`src/rtl/rom_arb_pkg.sv`:
```
// Shared types and default SDRAM layout for the ROM read-port arbiter.
// Client IDs double as indices into the per-client request/grant vectors.
package rom_arb_pkg;

    typedef enum logic [1:0] {
        CL_TILES = 2'd0,
        CL_SPR   = 2'd1,
        CL_M68K  = 2'd2,
        CL_THEME = 2'd3
    } client_t;

    typedef enum logic {
        ST_IDLE = 1'b0,
        ST_BUSY = 1'b1
    } state_t;

    localparam logic [24:0] DEF_TILES_BASE = 25'h0000000;
    localparam logic [24:0] DEF_SPR_BASE   = 25'h0100000;
    localparam logic [24:0] DEF_THEME_BASE = 25'h0300000;
    localparam logic [24:0] DEF_M68K_BASE  = 25'h0400000;

endpackage

```
`src/rtl/rom_arb_slot.sv`:
```
// One client slot: pending flag, latched request address and read-data holding register.
// A fresh request beats a same-cycle grant so the newer address is never dropped.
module rom_arb_slot #(
    parameter int AW = 18,
    parameter int DW = 32
) (
    input  logic          clk_sys,
    input  logic          reset,
    input  logic          req,
    input  logic [AW-1:0] req_addr,
    input  logic          grant,
    input  logic          load,
    input  logic [DW-1:0] load_data,
    output logic          pend,
    output logic [AW-1:0] addr,
    output logic [DW-1:0] dout,
    output logic          overwrite
);

    logic          pend_reg;
    logic [AW-1:0] addr_reg;
    logic [DW-1:0] dout_reg;

    always_ff @(posedge clk_sys) begin
        if (reset) begin
            pend_reg <= 1'b0;
            addr_reg <= '0;
            dout_reg <= '0;
        end else begin
            if (req) begin
                pend_reg <= 1'b1;
                addr_reg <= req_addr;
            end else if (grant) begin
                pend_reg <= 1'b0;
            end
            if (load) begin
                dout_reg <= load_data;
            end
        end
    end

    // A pulse that lands while the grant is consuming pend is a new request, not a lost one.
    assign overwrite = req & pend_reg & ~grant;
    assign pend      = pend_reg;
    assign addr      = addr_reg;
    assign dout      = dout_reg;

endmodule

```
`src/rtl/rom_arbiter.sv`:
```
// Fixed-priority arbiter sharing one SDRAM read port among tiles, sprites, 68000 and theme ROMs.
// One transaction in flight; also generates the 68000 DTACK stretch and a sticky video overrun flag.
module rom_arbiter
    import rom_arb_pkg::*;
#(
    parameter logic [24:0] TILES_BASE = DEF_TILES_BASE,
    parameter logic [24:0] SPR_BASE   = DEF_SPR_BASE,
    parameter logic [24:0] THEME_BASE = DEF_THEME_BASE,
    parameter logic [24:0] M68K_BASE  = DEF_M68K_BASE
) (
    input  logic        clk_sys,
    input  logic        reset,
    input  logic        tiles_rom_req,
    input  logic [17:0] tiles_rom_addr,
    output logic [31:0] tiles_rom_dout,
    input  logic        spr_rom_req,
    input  logic [18:0] spr_rom_addr,
    output logic [31:0] spr_rom_dout,
    input  logic        theme_rom_req,
    input  logic [17:0] theme_rom_addr,
    output logic [31:0] theme_rom_dout,
    input  logic        m68k_rom_req,
    input  logic [17:0] m68k_rom_addr,
    output logic [15:0] m68k_rom_dout,
    output logic        sdram_dtack,
    output logic        mem_req,
    output logic [24:0] mem_addr,
    input  logic        mem_ack,
    input  logic [31:0] mem_dout,
    output logic        overrun
);

    logic [3:0]  pend;
    logic [3:0]  grant;
    logic [3:0]  load;
    logic [3:0]  overwrite;

    logic [17:0] tiles_addr;
    logic [18:0] spr_addr;
    logic [17:0] theme_addr;
    logic [17:0] m68k_addr;
    logic [15:0] m68k_load_data;

    state_t      state_reg, state_next;
    client_t     client_reg, client_next;
    client_t     winner;
    logic        mem_req_reg, mem_req_next;
    logic [24:0] mem_addr_reg, mem_addr_next;
    logic        m68k_hi_reg, m68k_hi_next;
    logic        dtack_reg;
    logic        overrun_reg;
    logic [24:0] winner_addr;

    rom_arb_slot #(.AW(18), .DW(32)) u_tiles (
        .clk_sys   (clk_sys),
        .reset     (reset),
        .req       (tiles_rom_req),
        .req_addr  (tiles_rom_addr),
        .grant     (grant[CL_TILES]),
        .load      (load[CL_TILES]),
        .load_data (mem_dout),
        .pend      (pend[CL_TILES]),
        .addr      (tiles_addr),
        .dout      (tiles_rom_dout),
        .overwrite (overwrite[CL_TILES])
    );

    rom_arb_slot #(.AW(19), .DW(32)) u_spr (
        .clk_sys   (clk_sys),
        .reset     (reset),
        .req       (spr_rom_req),
        .req_addr  (spr_rom_addr),
        .grant     (grant[CL_SPR]),
        .load      (load[CL_SPR]),
        .load_data (mem_dout),
        .pend      (pend[CL_SPR]),
        .addr      (spr_addr),
        .dout      (spr_rom_dout),
        .overwrite (overwrite[CL_SPR])
    );

    rom_arb_slot #(.AW(18), .DW(16)) u_m68k (
        .clk_sys   (clk_sys),
        .reset     (reset),
        .req       (m68k_rom_req),
        .req_addr  (m68k_rom_addr),
        .grant     (grant[CL_M68K]),
        .load      (load[CL_M68K]),
        .load_data (m68k_load_data),
        .pend      (pend[CL_M68K]),
        .addr      (m68k_addr),
        .dout      (m68k_rom_dout),
        .overwrite (overwrite[CL_M68K])
    );

    rom_arb_slot #(.AW(18), .DW(32)) u_theme (
        .clk_sys   (clk_sys),
        .reset     (reset),
        .req       (theme_rom_req),
        .req_addr  (theme_rom_addr),
        .grant     (grant[CL_THEME]),
        .load      (load[CL_THEME]),
        .load_data (mem_dout),
        .pend      (pend[CL_THEME]),
        .addr      (theme_addr),
        .dout      (theme_rom_dout),
        .overwrite (overwrite[CL_THEME])
    );

    // The 68000 fetches 16-bit words out of a 32-bit SDRAM word; half chosen by the grant-time LSB.
    assign m68k_load_data = m68k_hi_reg ? mem_dout[31:16] : mem_dout[15:0];

    always_comb begin
        winner = CL_THEME;
        if (pend[CL_TILES]) begin
            winner = CL_TILES;
        end else if (pend[CL_SPR]) begin
            winner = CL_SPR;
        end else if (pend[CL_M68K]) begin
            winner = CL_M68K;
        end
    end

    always_comb begin
        winner_addr = THEME_BASE + {5'd0, theme_addr, 2'b00};
        case (winner)
            CL_TILES: winner_addr = TILES_BASE + {5'd0, tiles_addr, 2'b00};
            CL_SPR:   winner_addr = SPR_BASE + {4'd0, spr_addr, 2'b00};
            CL_M68K:  winner_addr = M68K_BASE + {6'd0, m68k_addr[17:1], 2'b00};
            default:  winner_addr = THEME_BASE + {5'd0, theme_addr, 2'b00};
        endcase
    end

    always_comb begin
        state_next    = state_reg;
        client_next   = client_reg;
        mem_req_next  = mem_req_reg;
        mem_addr_next = mem_addr_reg;
        m68k_hi_next  = m68k_hi_reg;
        grant         = 4'b0000;
        load          = 4'b0000;
        case (state_reg)
            ST_IDLE: begin
                if (|pend) begin
                    grant[winner] = 1'b1;
                    client_next   = winner;
                    mem_addr_next = winner_addr;
                    mem_req_next  = 1'b1;
                    m68k_hi_next  = m68k_addr[0];
                    state_next    = ST_BUSY;
                end
            end
            ST_BUSY: begin
                if (mem_ack) begin
                    load[client_reg] = 1'b1;
                    mem_req_next     = 1'b0;
                    state_next       = ST_IDLE;
                end
            end
            default: state_next = ST_IDLE;
        endcase
    end

    always_ff @(posedge clk_sys) begin
        if (reset) begin
            state_reg    <= ST_IDLE;
            client_reg   <= CL_TILES;
            mem_req_reg  <= 1'b0;
            mem_addr_reg <= '0;
            m68k_hi_reg  <= 1'b0;
        end else begin
            state_reg    <= state_next;
            client_reg   <= client_next;
            mem_req_reg  <= mem_req_next;
            mem_addr_reg <= mem_addr_next;
            m68k_hi_reg  <= m68k_hi_next;
        end
    end

    // A new 68000 request outranks a same-cycle completion: that new cycle still needs its data.
    always_ff @(posedge clk_sys) begin
        if (reset) begin
            dtack_reg   <= 1'b1;
            overrun_reg <= 1'b0;
        end else begin
            if (m68k_rom_req) begin
                dtack_reg <= 1'b0;
            end else if (load[CL_M68K]) begin
                dtack_reg <= 1'b1;
            end
            if (overwrite[CL_TILES] | overwrite[CL_SPR]) begin
                overrun_reg <= 1'b1;
            end
        end
    end

    assign mem_req     = mem_req_reg;
    assign mem_addr    = mem_addr_reg;
    assign sdram_dtack = dtack_reg;
    assign overrun     = overrun_reg;

endmodule

```
`config.mk`:
```
export PLATFORM = sky130hd
export DESIGN_NAME = rom_arbiter
export DESIGN_NICKNAME = d
export VERILOG_FILES = /design/src/rtl/rom_arb_pkg.sv /design/src/rtl/rom_arb_slot.sv /design/src/rtl/rom_arbiter.sv
export SDC_FILE = /design/constraint.sdc
export NUM_CORES = 1
export LEC_CHECK = 0
export BUFFER_PORTS_ARGS = -buffer_cell sky130_fd_sc_hd__buf_2
export CORE_MARGIN = 5
export CORE_UTILIZATION = 46
export DETAILED_ROUTE_END_ITERATION = 12
export PLACE_DENSITY = 0.88
export SYNTH_ARGS = -nofsm -noshare
export SYNTH_HDL_FRONTEND = slang
export SYNTH_SLANG_ARGS = --single-unit
```
`constraint.sdc`:
```
create_clock -name clk_sys -period 1.34 [get_ports clk_sys]
set_input_delay 0.268 -clock clk_sys [delete_from_list [all_inputs] [get_ports clk_sys]]
set_output_delay 0.268 -clock clk_sys [all_outputs]
set_load 0.01 [all_outputs]
```
## Word level (Yosys, flattened, before mapping)

Cells that the tools add are included.

- Input bits: 112
- Output and inout bits: 140
- Logic and storage cells: 78
- Register bits after elaboration: 221

- Equality and inequality tests: 4
- Add/sub/neg operators: 3
- Reductions and logical operators: 11
- Bitwise logic cells: 8
- Muxes and demuxes: 29
- Order comparisons: 4

Operators with widths:

| cell | count |
|---|---|
| one-hot mux 24 bit (3 select lines) | 1 |
| adder 23 x 19 -> 24 bit, first input constant | 1 |
| adder 22 x 20 -> 23 bit, first input constant | 1 |
| adder 21 x 21 -> 22 bit, first input constant | 1 |
| 2-to-1 mux 1 bit | 17 |
| 2-to-1 mux 16 bit | 1 |
| 2-to-1 mux 4 bit | 4 |
| nonzero test 2 bit | 5 |
| less-than comparator 2 x 3 -> 1 bit, second input constant | 2 |
| bitwise AND 1 bit | 4 |
| demux 1 bit (select 2 bit) | 2 |
| >= comparator 2 x 1 -> 1 bit, second input constant | 2 |
| 2-to-1 mux 2 bit | 2 |
| inequality test 2 bit, second input constant | 2 |
| one-hot mux 1 bit (2 select lines) | 2 |
| AND reduction 2 bit | 2 |
| OR reduction 4 bit | 1 |
| inverter 1 bit | 3 |
| == test 2 x 1 -> 1 bit, second input constant | 1 |
| == test 2 bit, second input constant | 1 |
| logical AND 1 bit | 2 |
| logical NOT 2 bit | 1 |
| OR 1 bit | 1 |

## Logic depth before layout (Yosys ltp)

Gate-level depths: netlist of run 1.

- Depth in word-level cells: 12
- Gate-level depth with buffers: 7
- Depth with buffers taken out: 4

## Hierarchy

A second synthesis of run 1 with hierarchy kept.

- Cells, all modules: 864
- Area, all modules: 8909.8 µm²

By module, submodules not included:

| module | area each (µm²) | times used | seq. area each (µm²) | cells each |
|---|---|---|---|---|
| rom_arb_slot (u_theme ...) | 1839.3 | 2 | 1021.0 | 167 |
| rom_arbiter | 2090.8 | 1 | 560.5 | 245 |
| rom_arb_slot (u_spr) | 1875.5 | 1 | 1041.0 | 170 |
| rom_arb_slot (u_m68k) | 1265.0 | 1 | 700.7 | 115 |

## Worst setup path after synthesis of run 1

Ideal clock, no wire load.

- Kind: reg-to-reg
- Start: reg u_spr.pend_reg, in the netlist u_spr.pend
- End: reg mem_addr_reg[10], in the netlist mem_addr[10]
- Buffers on the path: 2
- Setup slack: -0.136 ns
- Data required time: 1.223 ns
- Period minus slack after synthesis: 1.476 ns
- Cell stages (with the launch flop): 6
- Arrival time: 1.359 ns
- Library setup time: 0.117 ns
- Cell sequence: dfxtp_1 buf_4 nor3_2 buf_4 nand2b_1 a32o_1

- Cells in the longest elaborated chain, start to end: 4
- Elaborated cells on any way between the ends: 8
- Those cells by class: eq/ne (2); mux (3); reduce/logical (3)

RTL lines:

| what | line | text |
|---|---|---|
| start, declared | rom_arb_slot.sv:20 | `logic pend_reg;` |
| start signal, assigned | rom_arb_slot.sv:26 | `pend_reg <= 1'b0;` |
| start signal, assigned | rom_arb_slot.sv:31 | `pend_reg <= 1'b1;` |
| start signal, assigned | rom_arb_slot.sv:34 | `pend_reg <= 1'b0;` |
| 2-to-1 mux 2 bit | rom_arbiter.sv:117 | `end else if (pend[CL_SPR]) begin` |
| 2-to-1 mux 2 bit | rom_arbiter.sv:115 | `if (pend[CL_TILES]) begin` |
| == test 2 bit (tied with other cells) | rom_arbiter.sv:126 | `case (winner)` |
| one-hot mux 24 bit (3 select lines) | rom_arbiter.sv:126 |  |
| end signal, assigned | rom_arbiter.sv:175 | `mem_addr_reg <= mem_addr_next;` |
| end, declared | rom_arbiter.sv:48 | `logic [24:0] mem_addr_reg, mem_addr_next;` |

Parallel ways exist; a longest one is shown, timed or not.
A chain may end at the register's enable or synchronous reset.

## Worst setup path in the final report of run 1

- Start: reg u_spr.pend_reg, in the netlist u_spr.pend
- End: reg mem_addr_reg[5], in the netlist mem_addr[5]

The elaborated chain is that of the path after synthesis.

==> metrics.yaml, run 1 <==
slew_violations: 0
maxCapViolations: 0
die_w_um: 143.1
core_um2: 17360
synthCells: 920
p_seq_share_pct: 43.7
layout_common_cells: "buf_2, dfxtp_1, nand2_1, a21oi_1, nor2_1"
rsz0062_at_grt: "true"
gr-total-overflow: 0
ys_seq_area_share_pct: 53.31
met2_usage_pct: 41.39
finalHoldViolations: 0
power_frac_clock_pct: 43.8
cts_tree: "yes"
critPathMaxFanout: 5
setup_violations: 24
first_pass_iters: 5
cts-htree-levels: 1
setup_ws_ns: -0.1697
ant_nets: 0
grt_pass1_vias: 7487
worstPathArrival_ns: 1.89
crit_top_cell: "buf_12"
cts-root-buf: "clkbuf_16"
stdcell_area_um2: 11340
fillers: 1286
io_buffers: 247
grt_first_pass_wirelength_mm: 39.34
cp.required_ns: 1.72
drc: 0
start_kind: "register"
cp_slowest_stage_delay_ns: 0.36
top_usage_layer: "met2"
die_y_um: 143.1
finalSetupTns_ns: -2.641
clock-sinks: 217
yosysTopAreaCell: "dfxtp_1"
die-area_um2: 20480
routabilityCongestion: 0.8959
final_common_cell: "buf_2"
worst-setup-path-type: "register to register"
p_leak_nw: 4.976
min_period_ns: 1.510
drive_gt1_share_pct: 33.50
wl_per_cell_um: 19.55
crit_path_end_kind: "register"
grt_usage_pct: 23.98
use_met1_pct: 28.20
grt_max_degree: 87
p_int_mw: 12.07
fin_nets: 1297
dp_hpwl_mm: 18.03
crit_buf_inv: 4
cp_top_family: "buffers and inverters"
drt-total-wl_mm: 27.90
period_share_pct: 112.7
synth_cell_types: 36
use_met3_pct: 5.492
clock_skew_ns: 0.01124
synth_area_um2: 8149
ios: 252
slowest_stage: "dfxtp_4"
powerDensity_nw_per_um2: 1406
placed_area_um2: 9907
drtIter0Drc: 558
antenna_found_initial: 4
power_switching_mw: 3.886
power_mw: 15.96
run_status: "complete, but fails checks"
swShare_pct: 24.36
routed_via_density: 5.586
area_growth_syn_to_layout_pct: 39.21
comb_power_share_pct: 12.5
clk_pin_slew_worst_paths_ns: 0.06
synth_top_area_share_pct: 53.31
synth_seq_cells: 217
numCtsBuffers: 23
synth.avg_cell_area_um2: 8.858
cp_cell_sequence: "buf_12 > buf_8 > nor3_4 > buf_12 > clkbuf_16 > nand2b_1 > a32o_1"
vias: 7971
clk_latency_ns: 0.50
netlist_top_cells_area: "dfxtp_1, mux2i_1, nand2_1, a21oi_1, nor2_1"
cts_buffer_depth: 3
violations: "negative setup slack"
max_freq_mhz: 662.4
ir_drop_mv: 1.137
whs_ns: 0.01413
hold_class: "primary input to register"
initial_core_util_pct: 46.95
synth_warnings: 0
rows: 48
==> logic make-up after synthesis <==
logic type,Yosys count,share of synthesized area (%)
simple gates,346,17.67
buf+inv,77,4.314
flops,217,53.31
mux,90,11.05
compound gates,189,13.60
other cells,1,0.04602
==> synthesized netlist by cell type (all sizes together) <==
cell type / n
dfxtp: 217
nand2: 213
a21oi: 109
nor2: 98
mux2i: 90
clkbuf: 41
buf: 33
o21ai: 24
nand2b: 19
a32o: 17
o22ai: 17
a211oi: 16
nor3: 4
inv: 2
nand3b: 2
nor3b: 2
o21a: 2
or3: 2
a221oi: 1
a22o: 1
a31oi: 1
and4: 1
clkinv: 1
conb: 1
nand3: 1
nand4: 1
nand4b: 1
nor4: 1
o21bai: 1
or2: 1
==> area by class of cell <==
cell class              count  area (um2)  share of cell area (%)
inverters                   3       12.51                  0.1103
repair buffers            311        2155                   18.99
diodes                      2       5.005                 0.04412
flip-flops and latches    217        4362                   38.45
well taps                 225       281.5                   2.482
multi-input cells         629        3686                   32.49
clock buffers              29       648.1                   5.713
clock inverters            11       195.2                   1.721
==> layer usage <==
layer | wire [um] | vias to the layer above | share of wire, %
li1 | - | 3636 | -
met4 | 1569 | 6 | 5.6
met5 | 28 | - | 0.10
met2 | 13700 | 503 | 49
met3 | 2931 | 122 | 11
met1 | 9676 | 3704 | 35
==> what timing repair did <==
item,4_1_cts,5_1_grt
setup endpoints to repair,45,139
gates resized for setup,8,59
pin swaps,2,32
hold buffers,1,0
buffers inserted,5,8
hold endpoints to repair,1,0
gates cloned,1,8
==> worst paths after layout <==
| kind | slack [ns] | endpoint | depth (start not counted) | from |
|---|---|---|---|---|
| worst max register to register | -0.17 | mem_addr[5] | 7 | u_spr.pend |
| worst min register to register | 0.45 | u_tiles.dout[6] | 2 | u_tiles.dout[6] |
| worst min-delay path | 0.01 | u_m68k.addr[17] | 3 | m68k_rom_addr[17] |
| worst max-delay path | -0.17 | mem_addr[5] | 7 | u_spr.pend |
==> tightest hold or removal path: stages <==
cell     delay (ns)
buf_2          0.07
mux2i_1        0.05
nor2_1         0.07
==> power by group through the flow <==
stage	Clock (mW)	Combinational [mW]	Sequential [mW]
global route	7.35	2.13	7.00
CTS	7.04	1.74	6.97
detailed placement	0	1.69	7.10
global placement	0	1.64	7.09
floorplan	0	0.892	7.10
finish	6.99	1.99	6.97
==> metrics by stage <==
step                      util [%]  worst slack [ns]  cells
after global routing         65.35           -0.2301   1426
final                        65.36           -0.1697   1427
after detailed placement     57.08           -0.2440   1362
after CTS                    62.55           -0.1216   1409
after floorplan                  -          -0.04958    923
after global placement       57.08           -0.1554   1362
Power figures use the tool's default switching activity.
==> run 2: changes to the inputs <==
- MAX_ROUTING_LAYER: default -> met4
==> run 2 against run 1 <==
- the run still ends with negative setup slack left
- clock skew decreased by 0.0032 ns
- first-iteration DRC count down 4.7%
- flip-flop and latch count is the same
- worst hold slack barely moved
- clock-buffer cell count did not move
- total power fell by 0.65%
- critical path type unchanged
==> metrics.yaml, run 2 (synthesis results as in run 1) <==
cp-startpoint: "u_spr.pend"  # unchanged
run_status: "complete, but fails checks"  # unchanged
fin_nets: 1294  # was 1297
period_share_pct: 109.2  # was 112.7%
cp_slowest_stage_delay_ns: 0.35  # was 0.36 ns
min_period_ns: 1.463  # was 1.510 ns
grt_first_pass_wirelength_mm: 39.25  # was 39.34 mm
cp_cell_sequence: "buf_12 > buf_4 > nor3_4 > buf_12 > nand2b_1 > a32o_1"  # was buf_12 > buf_8 > nor3_4 > buf_12 > clkbuf_16 > nand2b_1 > a32o_1
dp_cells: 1362  # unchanged
drtIter0Drc: 532  # was 558
reg2reg_depth: 6  # was 7
max_freq_mhz: 683.7  # was 662.4 MHz
worstPathArrival_ns: 1.84  # was 1.89 ns
routed_via_density: 5.566  # was 5.586
placed_area_um2: 9907  # unchanged
p_leak_nw: 4.925  # was 4.976 nW
ir_drop_mv: 1.202  # was 1.137 mV
cts_tree: "yes"  # unchanged
dp_hpwl_mm: 18.03  # unchanged
r2r-start: "u_spr.pend"  # unchanged
grt_usage_pct: 24.67  # was 23.98%
powerDensity_nw_per_um2: 1411  # was 1406 nW/um2
ios: 252  # unchanged
stdcell_area_um2: 11240  # was 11340 um2
final_common_cell: "buf_2"  # unchanged
clk_pin_slew_worst_paths_ns: 0.06  # about the same
fillers: 1306  # was 1286
final_cells: 1427  # unchanged
setup_violations: 23  # was 24
first_pass_iters: 5  # unchanged
finalHoldViolations: 0  # unchanged
crit_path_end_kind: "register"  # unchanged
crit_top_cell: "buf_12"  # unchanged
r2r_slack_ns: -0.12  # was -0.17 ns
clock_skew_ns: 0.008027  # was 0.01124 ns
cts-htree-levels: 1  # unchanged
start_kind: "register"  # unchanged
critPathCapture: "mem_addr[18]"  # was mem_addr[5]
numCtsBuffers: 23  # unchanged
critPathMaxFanout: 18  # was 5
grt_max_degree: 87  # unchanged
rsz0062_at_grt: "true"  # unchanged
clock-sinks: 217  # unchanged
crit_buf_inv: 3  # was 4
area_growth_syn_to_layout_pct: 37.89  # was 39.21%
cp_top_family: "buffers and inverters"  # unchanged
cts_buffer_depth: 3  # unchanged
setup_ws_ns: -0.1226  # was -0.1697 ns
die_y_um: 143.1  # unchanged
antenna_found_initial: 5  # was 4
rows: 48  # unchanged
timing.rr.end: "mem_addr[18]"  # was mem_addr[5]
hold_class: "primary input to register"  # unchanged
initial_core_util_pct: 46.95  # unchanged
io_buffers: 247  # unchanged
grt_pass1_vias: 7508  # was 7487
drive_gt1_share_pct: 32.50  # was 33.50%
vias: 7943  # was 7971
finalSetupTns_ns: -1.738  # was -2.641 ns
ant_nets: 0  # unchanged
layout_common_cells: "buf_2, dfxtp_1, nand2_1, a21oi_1, nor2_1"  # unchanged
die_w_um: 143.1  # unchanged
crit_cells: 6  # was 7
power_mw: 15.85  # was 15.96 mW
core_um2: 17360  # unchanged
drc: 0  # unchanged
whs_ns: 0.01394  # was 0.01413 ns
slowest_stage: "dfxtp_2"  # was dfxtp_4
cts-root-buf: "clkbuf_16"  # unchanged
routabilityCongestion: 0.9111  # was 0.8959
worst-setup-path-type: "register to register"  # unchanged
die-area_um2: 20480  # unchanged
gr-total-overflow: 0  # unchanged
drt-total-wl_mm: 27.81  # was 27.90 mm
maxCapViolations: 0  # unchanged
slew_violations: 0  # unchanged
wl_per_cell_um: 19.49  # was 19.55 um
violations: "negative setup slack"  # unchanged
clk_latency_ns: 0.50  # about the same
cp.required_ns: 1.72  # about the same
## run 2: cell count changes in the layout (fill, tap and decap cells not counted), moves of 2 or more
cell and change:
nand2b_1 +9, nand2b_4 -9, buf_6 -3, diode_2 +3
buf_4 +2, buf_8 -2
## run 2: per-layer routing
layer,track usage (%),part of all wire [%],up-vias,wire [um]
li1,-,-,3627,-
met1,28.11,35,3733,9837
met2,41.49,50,478,13800
met3,5.325,9.8,105,2730
met4,11.31,5.2,0,1444
met5,-,0,-,0
## run 2: area by class of cell
type                    instances  area (um2)  share of cell area (%)
clock buffers                  29       648.1                   5.768
repair buffers                308        2106                   18.74
diodes                          5       12.51                  0.1113
multi-input cells             629        3622                   32.23
well taps                     225       281.5                   2.505
clock inverters                11       195.2                   1.737
inverters                       3       12.51                  0.1113
flip-flops and latches        217        4359                   38.79
## run 2: how the worst min path moves through the flow
stage | from | end | slack (ns) | depth (start not counted)
2_1_floorplan | mem_dout[0] | u_spr.dout[0] | 0.40 | 2
3_3_place_gp | u_spr.dout[12] | u_spr.dout[12] | 0.44 | 2
3_5_place_dp | u_theme.dout[19] | u_theme.dout[19] | 0.44 | 2
4_1_cts | m68k_rom_addr[1] | u_m68k.addr[1] | 0.002 | 3
5_1_grt | theme_rom_addr[9] | u_theme.addr[9] | 0.01 | 3
6_report | m68k_rom_addr[17] | u_m68k.addr[17] | 0.01 | 3
## run 2: tightest hold or removal path: stages
cell,delay (ns)
buf_2,0.07
mux2i_1,0.05
nor2_1,0.07
## run 2: timing repair
action / 4_1_cts / 5_1_grt
gates cloned: 1 / 7
pin swaps: 2 / 12
hold buffers: 1 / 0
setup endpoints to repair: 45 / 139
hold endpoints to repair: 1 / 0
setup buffers: 5 / 6
resized for setup: 8 / 42
## run 2: power by group
| part | internal, mW | total (mW) | leakage [nW] | switching [mW] |
|---|---|---|---|---|
| Sequential | 6.76 | 6.97 | 1.77 | 0.214 |
| Clock | 4.39 | 7.01 | 0.405 | 2.62 |
| Combinational | 0.844 | 1.87 | 2.75 | 1.03 |
| Total | 12.0 | 15.9 | 4.93 | 3.85 |
## run 2: per-stage QoR
step                      setup WS, ns  utilization, %
after floorplan               -0.04958               -
after global placement         -0.1554           57.08
after CTS                      -0.1216           62.55
final                          -0.1226           64.74
after global routing           -0.1788           64.74
after detailed placement       -0.2440           57.08
==> run 3: changes to the inputs <==
- ABC_AREA: default -> 1
- PLACE_DENSITY: 0.88 -> 0.87
==> run 3 against run 2 <==
- the flow now finishes without violations
- synthesized cell count is 21% higher
- maximum frequency is 12% higher
- final cell count rose by 15%
- global-route usage increased by 0.37 points
- worst hold slack is essentially flat
- clock skew is essentially flat
- routed wire length is 0.23% lower
- design area rose by 0.19%
- die area is 3.2% higher
- highest routed layer unchanged
- sequential power is essentially flat
- total power is 1.1% lower
==> metrics.yaml, run 3 <==
run_status: "finished clean"  # was complete, but fails checks
grt_max_degree: 79  # was 87
final_cells: 1636  # was 1427
maxCapViolations: 0  # unchanged
dp_hpwl_mm: 18.86  # was 18.03 mm
layout_common_cells: "nor2_1, buf_2, dfxtp_1, o21ai_0, nand2_1"  # was buf_2, dfxtp_1, nand2_1, a21oi_1, nor2_1
fillers: 1523  # was 1306
synth_cell_types: 28  # was 36
cts-root-buf: "clkbuf_16"  # unchanged
rows: 49  # was 48
fin_nets: 1504  # was 1294
routed_via_density: 5.364  # was 5.566
grt_pass1_vias: 8414  # was 7508
synth.avg_cell_area_um2: 7.546  # was 8.858 um2
cp_cell_sequence: "buf_2"  # was buf_12 > buf_4 > nor3_4 > buf_12 > nand2b_1 > a32o_1
antenna_found_initial: 0  # was 5
grt_usage_pct: 25.04  # was 24.67%
slew_violations: 0  # unchanged
drc: 0  # unchanged
final_common_cell: "nor2_1"  # was buf_2
worstPathArrival_ns: 1.04  # was 1.84 ns
cts_buffer_depth: 3  # unchanged
met2_usage_pct: 42.57  # was 41.49%
clk_latency_ns: 0.50  # about the same
async_reset_ff_share_pct: 0  # unchanged
ios: 252  # unchanged
synthCells: 1117  # was 920
area_growth_syn_to_layout_pct: 33.56  # was 37.89%
ys_seq_area_share_pct: 51.54  # was 53.31%
core_um2: 18020  # was 17360 um2
numCtsBuffers: 23  # unchanged
start_kind: "register"  # unchanged
synth_flop_cell: "dfxtp_1"  # unchanged
die_y_um: 145.4  # was 143.1 um
wl_per_cell_um: 16.96  # was 19.49 um
vias: 8775  # was 7943
finalHoldViolations: 0  # unchanged
io_buffers: 247  # unchanged
netlist_top_cells_area: "dfxtp_1, nor2_1, o21ai_0, nand2_1, a21oi_1"  # was dfxtp_1, mux2i_1, nand2_1, a21oi_1, nor2_1
use_met3_pct: 4.703  # was 5.325%
ant_nets: 0  # unchanged
clock-sinks: 217  # unchanged
slowest_stage: "dfxtp_1"  # was dfxtp_2
synth_top_area_share_pct: 51.54  # was 53.31%
initial_core_util_pct: 46.77  # was 46.95%
top_usage_layer: "met2"  # unchanged
cp_slowest_stage_delay_ns: 0.38  # was 0.35 ns
use_met1_pct: 28.98  # was 28.11%
synth_edf_count: 0  # unchanged
dp_cells: 1560  # was 1362
crit_buf_inv: 1  # was 3
max_freq_mhz: 766.8  # was 683.7 MHz
cts-htree-levels: 1  # unchanged
rsz0062_at_grt: "true"  # unchanged
power_mw: 15.68  # was 15.85 mW
synth.most_common_cell: "nor2_1"  # was dfxtp_1
crit_path_end_kind: "output pin"  # was register
antennaDiodeCount: 0  # was 5
drtIter0Drc: 588  # was 532
period_share_pct: 97.32  # was 109.2%
grt_first_pass_wirelength_mm: 42.89  # was 39.25 mm
cts_tree: "yes"  # unchanged
clock_skew_ns: 0.007662  # was 0.008027 ns
clk_pin_slew_worst_paths_ns: 0.06  # about the same
hold_class: "primary input to register"  # unchanged
gr-total-overflow: 0  # unchanged
ir_drop_mv: 1.172  # was 1.202 mV
min_period_ns: 1.304  # was 1.463 ns
synth_area_um2: 8429  # was 8149 um2
yosysTopAreaCell: "dfxtp_1"  # unchanged
powerDensity_nw_per_um2: 1393  # was 1411 nW/um2
synth_seq_cells: 217  # unchanged
drt-total-wl_mm: 27.75  # was 27.81 mm
routabilityCongestion: 0.8920  # was 0.9111
synth_common_cells: "nor2_1, dfxtp_1, o21ai_0, nand2_1, a21oi_1"  # was dfxtp_1, nand2_1, a21oi_1, nor2_1, mux2i_1
setup_violations: 0  # was 23
cp.required_ns: 1.07  # was 1.72 ns
drive_gt1_share_pct: 26.01  # was 32.50%
critPathMaxFanout: 2  # was 18
die-area_um2: 21130  # was 20480 um2
synth_warnings: 0  # unchanged
worst-setup-path-type: "register to output pin"  # was register to register
p_leak_nw: 5.317  # was 4.925 nW
cp_top_family: "flip-flops"  # was buffers and inverters
first_pass_iters: 5  # unchanged
die_w_um: 145.4  # was 143.1 um
run 3: final cells by class:
| class | count | area (um2) | area share, % |
|---|---|---|---|
| clock buffers | 33 | 663.1 | 5.890 |
| clock inverters | 7 | 113.9 | 1.011 |
| inverters | 50 | 192.7 | 1.711 |
| multi-input cells | 773 | 3530 | 31.35 |
| flip-flops and latches | 217 | 4353 | 38.66 |
| well taps | 229 | 286.5 | 2.545 |
| repair buffers | 327 | 2120 | 18.83 |
run 3: what timing repair did:
item,CTS,global route
setup buffers,1,2
pin swaps,1,2
gates cloned,0,3
setup endpoints to repair,12,53
hold buffers,30,0
hold endpoints to repair,30,0
resized for setup,6,19
run 3: where the power goes:
group          switching (mW)  leakage [nW]  total (mW)  internal, mW
logic                    1.28          3.15        2.11         0.834
registers               0.193          1.78        7.00          6.81
clock network            2.56         0.384        6.57          4.01
total                    4.03          5.32        15.7          11.6
run 3: final timing paths:
path                          start          endpoint  slack, ns  cells after the start
setup / recovery            overrun           overrun       0.04                      1
hold / removal    theme_rom_addr[9]   u_theme.addr[9]       0.01                      3
setup reg to reg          state_reg   u_theme.dout[1]       0.04                      7
hold reg to reg    u_tiles.dout[11]  u_tiles.dout[11]       0.46                      2
run 3: logic make-up after synthesis:
family                 Yosys count  share of synthesized area [%]
AOI/OAI and AO/OA              300                          18.76
other                            1                        0.04449
buffers and inverters          130                          7.021
DFF                            217                          51.54
and+or+nand+nor                469                          22.64
run 3: stage by stage:
stage	hold slack, ns	area (um2)	util [%]	setup WS (ns)	setup TNS [ns]
floorplan	0.3854	8441	-	0.04215	0
global route	0.01275	11260	62.46	-0.01221	-0.08232
global placement	0.4404	10020	55.57	-0.03322	-0.09308
CTS	0.0004384	11120	61.70	-0.05157	-0.2059
detailed placement	0.4479	10020	55.57	-0.08578	-0.3560
finish	0.01359	11260	62.46	0.03591	0
run 3: routing by layer:
layer	vias up	share of wire (%)	routed length (um)
li1	4184	-	-
met1	4039	37	10270
met4	0	4.8	1326
met5	-	0	0
met3	86	9.5	2640
met2	466	49	13510
